**src/rtl/ws2812b_pkg.sv**
```systemverilog
// Shared WS2812B definitions: bit timing in ns, GRB channel codes, sequencer
// states and the ns-to-cycles conversion also used by the receive-side decoder.
package ws2812b_pkg;

    localparam int T0H_NS  = 400;
    localparam int T1H_NS  = 800;
    localparam int TBIT_NS = 1250;

    localparam logic [1:0] CH_G = 2'd0;
    localparam logic [1:0] CH_R = 2'd1;
    localparam logic [1:0] CH_B = 2'd2;

    typedef enum logic [2:0] {
        ST_IDLE  = 3'd0,
        ST_LOAD  = 3'd1,
        ST_SEND  = 3'd2,
        ST_WAIT  = 3'd3,
        ST_DRAIN = 3'd4,
        ST_LATCH = 3'd5
    } seq_state_t;

    // Round-to-nearest conversion of a duration in ns to clock cycles.
    function automatic int ns_to_cycles(input longint clk_hz, input longint ns);
        return int'((clk_hz * ns + 64'sd500000000) / 64'sd1000000000);
    endfunction

endpackage

```
**src/rtl/ws2812b_frame_sequencer_bit_encoder.sv**
```systemverilog
// WS2812B bit encoder: one-byte holding register in front of an MSB-first
// shift register so consecutive bytes leave back-to-back without a gap.
module ws2812b_bit_encoder #(
    parameter int T0H_CYC  = 26,
    parameter int T1H_CYC  = 51,
    parameter int TBIT_CYC = 80
) (
    input  logic       clk,
    input  logic       reset,
    input  logic       byte_valid,
    input  logic [7:0] byte_data,
    output logic       byte_ready,
    output logic       idle,
    output logic       dout
);

    localparam int PW = $clog2(TBIT_CYC);

    logic [7:0]    hold_r;
    logic          hold_vld_r;
    logic [7:0]    shift_r;
    logic          active_r;
    logic [2:0]    bit_r;
    logic [PW-1:0] phase_r;
    logic          dout_r;

    logic          bit_end_s;
    logic          byte_end_s;
    logic          need_s;
    logic          from_hold_s;
    logic          direct_s;
    logic          fill_s;
    logic [PW-1:0] th_s;

    assign bit_end_s   = active_r && (phase_r == PW'(TBIT_CYC - 1));
    assign byte_end_s  = bit_end_s && (bit_r == 3'd7);
    assign need_s      = !active_r || byte_end_s;
    // An idle engine takes the offered byte straight into the shifter.
    assign from_hold_s = need_s && hold_vld_r;
    assign direct_s    = need_s && !hold_vld_r && byte_valid;
    assign fill_s      = byte_valid && !hold_vld_r && !need_s;
    assign th_s        = shift_r[7] ? PW'(T1H_CYC) : PW'(T0H_CYC);

    assign byte_ready = !hold_vld_r;
    assign idle       = !active_r && !hold_vld_r;
    assign dout       = dout_r;

    // Holding register, shifter and bit-phase counter.
    always_ff @(posedge clk) begin
        if (reset) begin
            hold_r     <= 8'h00;
            hold_vld_r <= 1'b0;
            shift_r    <= 8'h00;
            active_r   <= 1'b0;
            bit_r      <= 3'd0;
            phase_r    <= '0;
            dout_r     <= 1'b0;
        end else begin
            if (from_hold_s) begin
                hold_vld_r <= 1'b0;
            end else if (fill_s) begin
                hold_r     <= byte_data;
                hold_vld_r <= 1'b1;
            end

            if (from_hold_s || direct_s) begin
                shift_r  <= from_hold_s ? hold_r : byte_data;
                active_r <= 1'b1;
                bit_r    <= 3'd0;
                phase_r  <= '0;
                dout_r   <= 1'b1;
            end else if (byte_end_s) begin
                active_r <= 1'b0;
                phase_r  <= '0;
                dout_r   <= 1'b0;
            end else if (bit_end_s) begin
                shift_r <= {shift_r[6:0], 1'b0};
                bit_r   <= bit_r + 3'd1;
                phase_r <= '0;
                dout_r  <= 1'b1;
            end else if (active_r) begin
                phase_r <= phase_r + PW'(1);
                dout_r  <= (phase_r + PW'(1)) < th_s;
            end else begin
                dout_r <= 1'b0;
            end
        end
    end

endmodule

```
**src/rtl/ws2812b_frame_sequencer.sv**
```systemverilog
// WS2812B frame sequencer: GRB pixel buffer streamed through the bit encoder,
// followed by a latch-low period. WS2812B_SEQ_LOOP_EN adds a 'loop' input for
// back-to-back frames.
module ws2812b_frame_sequencer
    import ws2812b_pkg::*;
#(
    parameter int CLK_HZ     = 64000000,
    parameter int NUM_PIXELS = 8,
    parameter int RESET_US   = 60
) (
    input  logic                            clk,
    input  logic                            reset,
    input  logic                            wr_en,
    input  logic [$clog2(NUM_PIXELS)-1:0]   wr_pixel,
    input  logic [1:0]                      wr_chan,
    input  logic [7:0]                      wr_data,
    input  logic [$clog2(NUM_PIXELS+1)-1:0] pix_count,
    input  logic                            start,
    output logic                            busy,
    output logic                            done,
    output logic                            dout
`ifdef WS2812B_SEQ_LOOP_EN
    ,
    input  logic                            loop
`endif
);

    localparam int NBYTES       = 3 * NUM_PIXELS;
    localparam int AW           = $clog2(NBYTES);
    localparam int IW           = $clog2(NBYTES + 1);
    localparam int CW           = $clog2(NUM_PIXELS + 1);
    localparam int T0H_CYC      = ns_to_cycles(longint'(CLK_HZ), longint'(T0H_NS));
    localparam int T1H_CYC      = ns_to_cycles(longint'(CLK_HZ), longint'(T1H_NS));
    localparam int TBIT_CYC     = ns_to_cycles(longint'(CLK_HZ), longint'(TBIT_NS));
    localparam int RESET_CYCLES = int'((longint'(CLK_HZ) / 64'sd1000000) * longint'(RESET_US));
    localparam int LW           = $clog2(RESET_CYCLES);

    logic [7:0]    mem [NBYTES];
    seq_state_t    state_r;
    seq_state_t    state_s;
    logic          busy_r;
    logic          done_r;
    logic          busy_s;
    logic          done_s;
    logic [IW-1:0] idx_r;
    logic [IW-1:0] total_r;
    logic [LW-1:0] latch_cnt_r;
    logic [CW-1:0] count_s;
    logic [AW-1:0] waddr_s;
    logic          chan_ok_s;
    logic [7:0]    byte_data_s;
    logic          byte_valid_s;
    logic          byte_ready_s;
    logic          enc_idle_s;
    logic          loop_s;

`ifdef WS2812B_SEQ_LOOP_EN
    assign loop_s = loop;
`else
    assign loop_s = 1'b0;
`endif

    assign count_s     = (pix_count > CW'(NUM_PIXELS)) ? CW'(NUM_PIXELS) : pix_count;
    assign waddr_s     = AW'(wr_pixel) * AW'(3) + AW'(wr_chan);
    assign chan_ok_s   = (wr_chan == CH_G) || (wr_chan == CH_R) || (wr_chan == CH_B);
    assign byte_data_s = mem[idx_r[AW-1:0]];
    assign busy_s      = (state_s != ST_IDLE);

    assign busy = busy_r;
    assign done = done_r;

    // Pixel buffer; deliberately not reset so contents survive a frame abort.
    always_ff @(posedge clk) begin
        if (wr_en && !busy_r && chan_ok_s) begin
            mem[waddr_s] <= wr_data;
        end
    end

    // State register with registered busy/done.
    always_ff @(posedge clk) begin
        if (reset) begin
            state_r <= ST_IDLE;
            busy_r  <= 1'b0;
            done_r  <= 1'b0;
        end else begin
            state_r <= state_s;
            busy_r  <= busy_s;
            done_r  <= done_s;
        end
    end

    // Byte index and latch-period counters.
    always_ff @(posedge clk) begin
        if (reset) begin
            idx_r       <= '0;
            total_r     <= '0;
            latch_cnt_r <= '0;
        end else begin
            if (state_r == ST_LOAD) begin
                idx_r   <= '0;
                total_r <= IW'(count_s) * IW'(3);
            end else if (byte_valid_s && byte_ready_s && (idx_r < total_r)) begin
                idx_r <= idx_r + IW'(1);
            end
            if (state_r == ST_LATCH) begin
                latch_cnt_r <= latch_cnt_r + LW'(1);
            end else begin
                latch_cnt_r <= '0;
            end
        end
    end

    // Next-state logic. LATCH starts one cycle after the encoder goes idle,
    // so ending at RESET_CYCLES-2 lands done exactly RESET_CYCLES after the
    // final bit period; the done cycle itself refuses a new start.
    always_comb begin
        state_s      = state_r;
        byte_valid_s = 1'b0;
        done_s       = 1'b0;
        case (state_r)
            ST_IDLE: begin
                if (start && !done_r) state_s = ST_LOAD;
                else                  state_s = ST_IDLE;
            end
            ST_LOAD: begin
                if (count_s == '0) state_s = ST_LATCH;
                else               state_s = ST_SEND;
            end
            ST_SEND: begin
                byte_valid_s = 1'b1;
                if (byte_ready_s) state_s = ST_WAIT;
                else              state_s = ST_SEND;
            end
            ST_WAIT: begin
                if (idx_r >= total_r)  state_s = ST_DRAIN;
                else if (byte_ready_s) state_s = ST_SEND;
                else                   state_s = ST_WAIT;
            end
            ST_DRAIN: begin
                if (enc_idle_s) state_s = ST_LATCH;
                else            state_s = ST_DRAIN;
            end
            ST_LATCH: begin
                if (latch_cnt_r == LW'(RESET_CYCLES - 2)) begin
                    done_s  = 1'b1;
                    state_s = loop_s ? ST_LOAD : ST_IDLE;
                end else begin
                    state_s = ST_LATCH;
                end
            end
            default: state_s = ST_IDLE;
        endcase
    end

    ws2812b_bit_encoder #(
        .T0H_CYC (T0H_CYC),
        .T1H_CYC (T1H_CYC),
        .TBIT_CYC(TBIT_CYC)
    ) u_enc (
        .clk       (clk),
        .reset     (reset),
        .byte_valid(byte_valid_s),
        .byte_data (byte_data_s),
        .byte_ready(byte_ready_s),
        .idle      (enc_idle_s),
        .dout      (dout)
    );

endmodule

```
**config.mk**
```make
export PLATFORM = sky130hd
export DESIGN_NAME = ws2812b_frame_sequencer
export DESIGN_NICKNAME = d
export VERILOG_FILES = /design/src/rtl/ws2812b_pkg.sv /design/src/rtl/ws2812b_frame_sequencer_bit_encoder.sv /design/src/rtl/ws2812b_frame_sequencer.sv
export SDC_FILE = /design/constraint.sdc
export NUM_CORES = 1
export LEC_CHECK = 0
export ABC_AREA = 1
export CAP_MARGIN = 5
export CELL_PAD_IN_SITES_DETAIL_PLACEMENT = 0
export CELL_PAD_IN_SITES_GLOBAL_PLACEMENT = 1
export CORE_MARGIN = 2
export CORE_UTILIZATION = 53
export CTS_CLUSTER_DIAMETER = 30
export DETAILED_ROUTE_END_ITERATION = 10
export HOLD_SLACK_MARGIN = 0.02
export PLACE_DENSITY = 0.81
export SETUP_SLACK_MARGIN = 0.2
export SYNTH_ARGS = -nofsm -noshare
export SYNTH_HDL_FRONTEND = slang
export SYNTH_SLANG_ARGS = --single-unit
```
**constraint.sdc**
```tcl
create_clock -name clk -period 5.1 [get_ports clk]
set_input_delay 0.765 -clock clk [delete_from_list [all_inputs] [get_ports clk]]
set_output_delay 0.765 -clock clk [all_outputs]
set_load 0.01 [all_outputs]
```
==> results.ini, run 1 <==
[status]
status = complete, no violations

[floorplanning]
die-width_um = 150
core_area_um2 = 20900
initial_core_util = 0.537
die_area_um2 = 22400
rows = 53
num_io_pins = 24
die_h_um = 150

[timing]
relSlewSlack = 0.151
min_period_over_period = 0.663
worst_pin_slew_ps = 1270
hold_viol = 0
finalWorstSetupSlack_ps = 1720
clock.fmax_mhz = 296
drv_slew = 0
setup-tns-final_ps = 0
skew_ps = 22.9
period_minus_slack_ps = 3380
rsz0062_at_grt = no
setup_violations = 0

[synthesis]
synth_cell_type_count = 38
synth_top_area_cell = edfxtp_1
synth_warnings = 0
synthTopCellsByCount = 254 x nand2_1, 192 x edfxtp_1, 155 x inv_1
ys_seq_area_frac = 0.622
synthFlopType = edfxtp_1
syn_nets = 1198
postSynthAreaPerCell_um2 = 9.74
ys_seq_elements = 253
async_flop_share = 0
synthesis.area_um2 = 11200
synth_enable_flop_cells = 192
yosysTopAreaCellShare = 0.514
syn-instance-count = 1153
synthTopCellsByArea = edfxtp_1 51%, dfxtp_1 11%, nand2_1 8.5%, nand3_1 6.0%, inv_1 5.2%
yosysMostFrequentCell = nand2_1

[critical_path]
critPathArrivalTime_ps = 3550
cp_data_required_time_ps = 5270
end_kind = register
start_kind = input pin
worstPathMaxFanout = 8
crit_type = input pin to register

[finish]
area_growth_pct = 19.7
num_antenna_cells = 0
drive_gt1_frac = 0.0915
final-seq-area_um2 = 6990
fin_area_um2 = 13400
multiInputGateArea_um2 = 3380
nFillCells = 1699
final_nets = 1237

[route]
drtPass1Iterations = 5
drcViolationCount = 0
postRouteAntennaNets = 0
wl_per_cell_um = 17.3
viasPerCell = 5.24
routed_wl_mm = 26.1
drtIter0Drc = 828
vias = 7908

[clock_tree]
cts.sinks = 253
cts_buffers = 52
clk_pin_slew_ps = 40
cts-resized-gates = 0
cts_max_level = 2
clockBufferDepth = 3
cts_root_buf = clkbuf_16
hold_buffers = 0
clock_latency_ps = 550
post-cts-setup-buffer-count = 0
cts_tree = yes

[placement]
io_buffer_count = 23
placed_area_um2 = 11600
hpwl_mm = 16.0
routabilityCongestion = 0.788
dp_worst_setup_slack_ps = 1150

[global_routing]
grt_overflow = 0
antenna_found_initial = 0
first_global_vias = 7621
grt_use_total = 0.240
grt_max_degree = 97
grt_pass1_wl_mm = 40.7

[worst_hold_path]
holdCritPathClass = register to register

[power]
leakagePower_nw = 5.40
pwr_density_cell_nw_per_um2 = 465
vdd_drop_max_uv = 289

[job]
drv_cap = 0

## path summary, 6_finish.rpt
path                  start                to  slack [ps]  cells past startpoint
max             wr_pixel[1]         mem[8][4]        1720                      9
min reg2reg  latch_cnt_r[0]    latch_cnt_r[0]         460                      1
max reg2reg        register  u_enc.shift_r[2]        2210                      8
min          latch_cnt_r[0]    latch_cnt_r[0]         460                      1
## kinds of logic (layout without fill, tap and decap cells)
kind of cell,Yosys count,count (layout),share of synthesized area
simple gates,526,526,0.196
flops,253,253,0.622
buf+inv,204,286,0.0767
compound gates,136,136,0.0682
fa+ha+maj,24,24,0.0288
xor+xnor,10,10,0.00780
## critical path, cell delays in order
cell and delay (ps):
clkdlybuf4s50_1 520, fa_1 430, ha_1 240, fa_1 390
xor2_1 190, inv_1 90, nor2_1 150, nand2_1 160
nor2_1 600
## registers in the layout, summed over array words and instances (netlist names), named ones only
signal	cells
u_enc.dout	1
idx_r	5
u_enc.phase_r	7
u_enc.bit_r	3
busy	1
done	1
u_enc.shift_r	8
state_r	3
u_enc.active_r	1
u_enc.hold_vld_r	1
mem	192
latch_cnt_r	12
u_enc.hold_r	8
total_r	5
## cell usage in the layout, fill, tap and decap left out, drive strengths merged
master	n
nand2	257
nand4	3
ha	21
o21bai	1
nor3	7
fa	3
buf	8
a21oi	37
a31oi	9
a21boi	1
xor2	7
nor2	118
inv	161
bufinv	9
o211ai	17
clkinvlp	9
xnor2	3
o22ai	3
or2	5
clkbuf	62
clkinv	14
o21a	3
nand3b	1
edfxtp	192
clkdlybuf4s50	23
dfxtp	61
o21ai	65
nand3	135
## metal layers
layer / global-route usage / wire, um / vias up
met2: 0.381 / 12000 / 282
met4: 0.0829 / 636 / 0
met1: 0.328 / 11600 / 3653
met5: 0 / 0 / -
met3: 0.0543 / 1900 / 48
li1: - / - / 3925
## metrics by stage
stage          utilization  power, W  std cells  hold WS (ps)
4_1_cts              0.643   0.00628       1510           463
2_1_floorplan            -   0.00265       1153           430
3_3_place_gp         0.555   0.00280       1413           445
3_5_place_dp         0.555   0.00280       1413           453
5_1_grt              0.643   0.00645       1510           481
6_report             0.643   0.00625       1510           459
## power breakdown
group,switching (W),internal (W),leakage [nW]
clock network,0.00108,0.00240,0.874
registers,0.0000386,0.00229,2.22
logic,0.000308,0.000132,2.30
total,0.00143,0.00482,5.40
## area by class of cell
type / instances / share of cell area
Clock buffer: 62 / 0.104
Clock inverter: 35 / 0.0336
Inverter: 158 / 0.0443
Multi-Input combinational cell: 696 / 0.251
Sequential cell: 253 / 0.520
Tap cell: 275 / 0.0256
Timing Repair Buffer: 31 / 0.0216
Note: power is estimated with default switching activity, not from simulation.
==> run 2, diff against run 1 <==
--- a/config.mk
+++ b/config.mk
@@ -10,11 +10,11 @@
 export CELL_PAD_IN_SITES_DETAIL_PLACEMENT = 0
 export CELL_PAD_IN_SITES_GLOBAL_PLACEMENT = 1
 export CORE_MARGIN = 2
-export CORE_UTILIZATION = 53
+export CORE_UTILIZATION = 49
 export CTS_CLUSTER_DIAMETER = 30
 export DETAILED_ROUTE_END_ITERATION = 10
 export HOLD_SLACK_MARGIN = 0.02
-export PLACE_DENSITY = 0.81
+export PLACE_DENSITY = 0.75
 export SETUP_SLACK_MARGIN = 0.2
 export SYNTH_ARGS = -nofsm -noshare
 export SYNTH_HDL_FRONTEND = slang
==> constraint.sdc (replaced) <==
create_clock -name clk -period 3.2 [get_ports clk]
set_input_delay 0.48 -clock clk [delete_from_list [all_inputs] [get_ports clk]]
set_output_delay 0.48 -clock clk [all_outputs]
set_load 0.01 [all_outputs]
==> results.ini, run 2 (same netlist as run 1, synthesis figures left out) <==
[finish]
fin_cells = 1556  ; +3.0%
num_antenna_cells = 0  ; unchanged
final_nets = 1276  ; +3.2%
most-common-layout-cells = 254 x nand2_1, 192 x edfxtp_1, 155 x inv_1, 134 x nand3_1, 117 x nor2_1
reg_top3 = mem (192), latch_cnt_r (12)
largest_reg_flops = 192  ; unchanged
nFillCells = 1927  ; +13%
drive_gt1_frac = 0.120  ; +0.0281
regMostFlops = mem
final_util = 0.604  ; -0.0391
final_common_cell = nand2_1
area_growth_pct = 21.5

[route]
wl_per_cell_um = 16.8  ; -2.9%
vias = 8016  ; +1.4%
routed_wl_mm = 26.2  ; about the same
drtPass1Iterations = 5  ; unchanged
drcViolationCount = 0  ; unchanged
viasPerCell = 5.15  ; -1.6%
postRouteAntennaNets = 0  ; unchanged
drtIter0Drc = 865  ; +4.5%

[critical_path]
slowest_stage = clkdlybuf4s50_1
worstPathMaxFanout = 8  ; unchanged
cp_data_required_time_ps = 3450  ; -1820 ps
end_kind = register
critical_path_cell_count = 10  ; +1
start_kind = input pin
crit_type = input pin to register
r2r-end = u_enc.shift_r[0]
path_cells = clkdlybuf4s50_1 > fa_1 > ha_1 > fa_1 > xor2_1 > inv_1 > nor2_1 > nand2_1 > nor2_1 > buf_4
cp_top_family = adder cells
critPathArrivalTime_ps = 3000  ; -550 ps
r2r_cells = 11  ; +3
max_stage_delay_ps = 530  ; -70 ps
worstPathBufferInverterCount = 3  ; +1
regToRegSetupSlack_ps = 950  ; -1260 ps

[timing]
hold_viol = 0  ; unchanged
setup_violations = 0  ; unchanged
relSlewSlack = 0.332  ; +0.182
drv_slew = 0  ; unchanged
finalWorstSetupSlack_ps = 454  ; -1270 ps
min_period_over_period = 0.858
worst_pin_slew_ps = 1000  ; -268 ps
rsz0062_at_grt = no
period_minus_slack_ps = 2750
skew_ps = 13.6  ; -9.22 ps
clock.fmax_mhz = 364

[clock_tree]
cts_buffers = 49  ; -5.8%
clockBufferDepth = 3  ; unchanged
cts_max_level = 2  ; unchanged
cts.sinks = 253  ; unchanged
post-cts-setup-buffer-count = 0  ; unchanged
clk_pin_slew_ps = 50  ; about the same
cts_tree = yes
hold_buffers = 0  ; unchanged
clock_latency_ps = 540  ; about the same
cts_root_buf = clkbuf_16
cts-resized-gates = 0  ; unchanged

[global_routing]
grt_pass1_wl_mm = 41.6  ; +2.3%
grt_use_total = 0.224  ; -0.0158
grt_max_degree = 97  ; unchanged
first_global_vias = 7730  ; +1.4%
antenna_found_initial = 0  ; unchanged
grt_overflow = 0  ; unchanged

[job]
drv_cap = 0  ; unchanged

[floorplanning]
num_io_pins = 24  ; unchanged
die_h_um = 155  ; +3.9%
rows = 55  ; +3.8%
core_area_um2 = 22600  ; +8.1%
initial_core_util = 0.497  ; -0.0401
die_area_um2 = 24100  ; +7.9%
die-width_um = 155  ; +3.9%

[worst_hold_path]
worstHoldEndpoint = u_enc.shift_r[0]
min_from = u_enc.shift_r[0]
hold_depth = 2  ; +1
holdCritPathClass = register to register

[power]
pwr_density_cell_nw_per_um2 = 701  ; +51%
leakagePower_nw = 5.57  ; +3.2%
total_power_w = 0.00957  ; +53%
vdd_drop_max_uv = 649  ; +120%

[placement]
dp_worst_setup_slack_ps = -94.2  ; -1240 ps
hpwl_mm = 16.8  ; +5.1%
io_buffer_count = 23  ; unchanged
dp_cells = 1465  ; +3.7%
routabilityCongestion = 0.791  ; +0.34%

[status]
status = complete, no violations

## run 2: cell count changes in the layout (fill, tap and decap cells not counted), moves of 2 or more
cell / previous run / this run
clkbuf_8: 1 / 7
bufinv_16: 9 / 5
clkbuf_16: 54 / 50
clkinv_1: 4 / 2
inv_6: 2 / 6
clkinvlp_4: 9 / 3
buf_4: 8 / 49
## run 2: tightest hold or removal path, stage by stage, from the launching register on
cell and delay (ps):
dfxtp_1 300, nand2_1 60, a21oi_1 50
## run 2: where the power goes
group | internal, W | total, W | leakage [nW] | switching (W)
registers | 0.00365 | 0.00371 | 2.22 | 0.0000647
clock network | 0.00344 | 0.00511 | 0.830 | 0.00167
logic | 0.000242 | 0.000743 | 2.52 | 0.000501
total | 0.00732 | 0.00957 | 5.57 | 0.00224
## run 2: per-layer routing
layer	track usage	vias to the layer above	share of wire
met3	0.0460	49	0.063
li1	-	3995	-
met5	0	-	0
met2	0.354	231	0.46
met4	0.0826	0	0.026
met1	0.309	3741	0.46
## run 2: worst max-delay path by stage
stage           startpoint          to  slack [ps]
6_report       wr_pixel[1]  mem[11][2]         450
5_1_grt        wr_pixel[1]  mem[11][2]         330
4_1_cts        wr_pixel[1]  mem[11][2]         460
3_5_place_dp   wr_pixel[1]   mem[2][7]         -90
3_3_place_gp   wr_pixel[1]  mem[15][5]         -60
2_1_floorplan  wr_pixel[0]  mem[10][0]         440
## run 2: through the flow
stage	hold slack, ps	setup TNS [ps]	area [um2]
6_report	460	0	13600
5_1_grt	478	0	13600
4_1_cts	460	0	13600
3_5_place_dp	453	-6630	11900
3_3_place_gp	439	-4190	11900
2_1_floorplan	430	0	11200
## run 2: layout make-up
cell class / count / area [um2] / area share
multi-input combinational: 696 / 3380 / 0.248
tap: 285 / 357 / 0.0261
inverter: 158 / 596 / 0.0437
clock inverter: 28 / 333 / 0.0244
sequential: 253 / 6990 / 0.512
timing repair buffer: 73 / 618 / 0.0453
clock buffer: 63 / 1370 / 0.100
==> run 3, diff against run 2 <==
--- a/config.mk
+++ b/config.mk
@@ -6,7 +6,7 @@
 export NUM_CORES = 1
 export LEC_CHECK = 0
 export ABC_AREA = 1
-export CAP_MARGIN = 5
+export ABC_CLOCK_PERIOD_IN_PS = 3200
 export CELL_PAD_IN_SITES_DETAIL_PLACEMENT = 0
 export CELL_PAD_IN_SITES_GLOBAL_PLACEMENT = 1
 export CORE_MARGIN = 2
==> results of run 3 <==
Same layout as run 2: the final DEF is identical, and so are final timing and power.
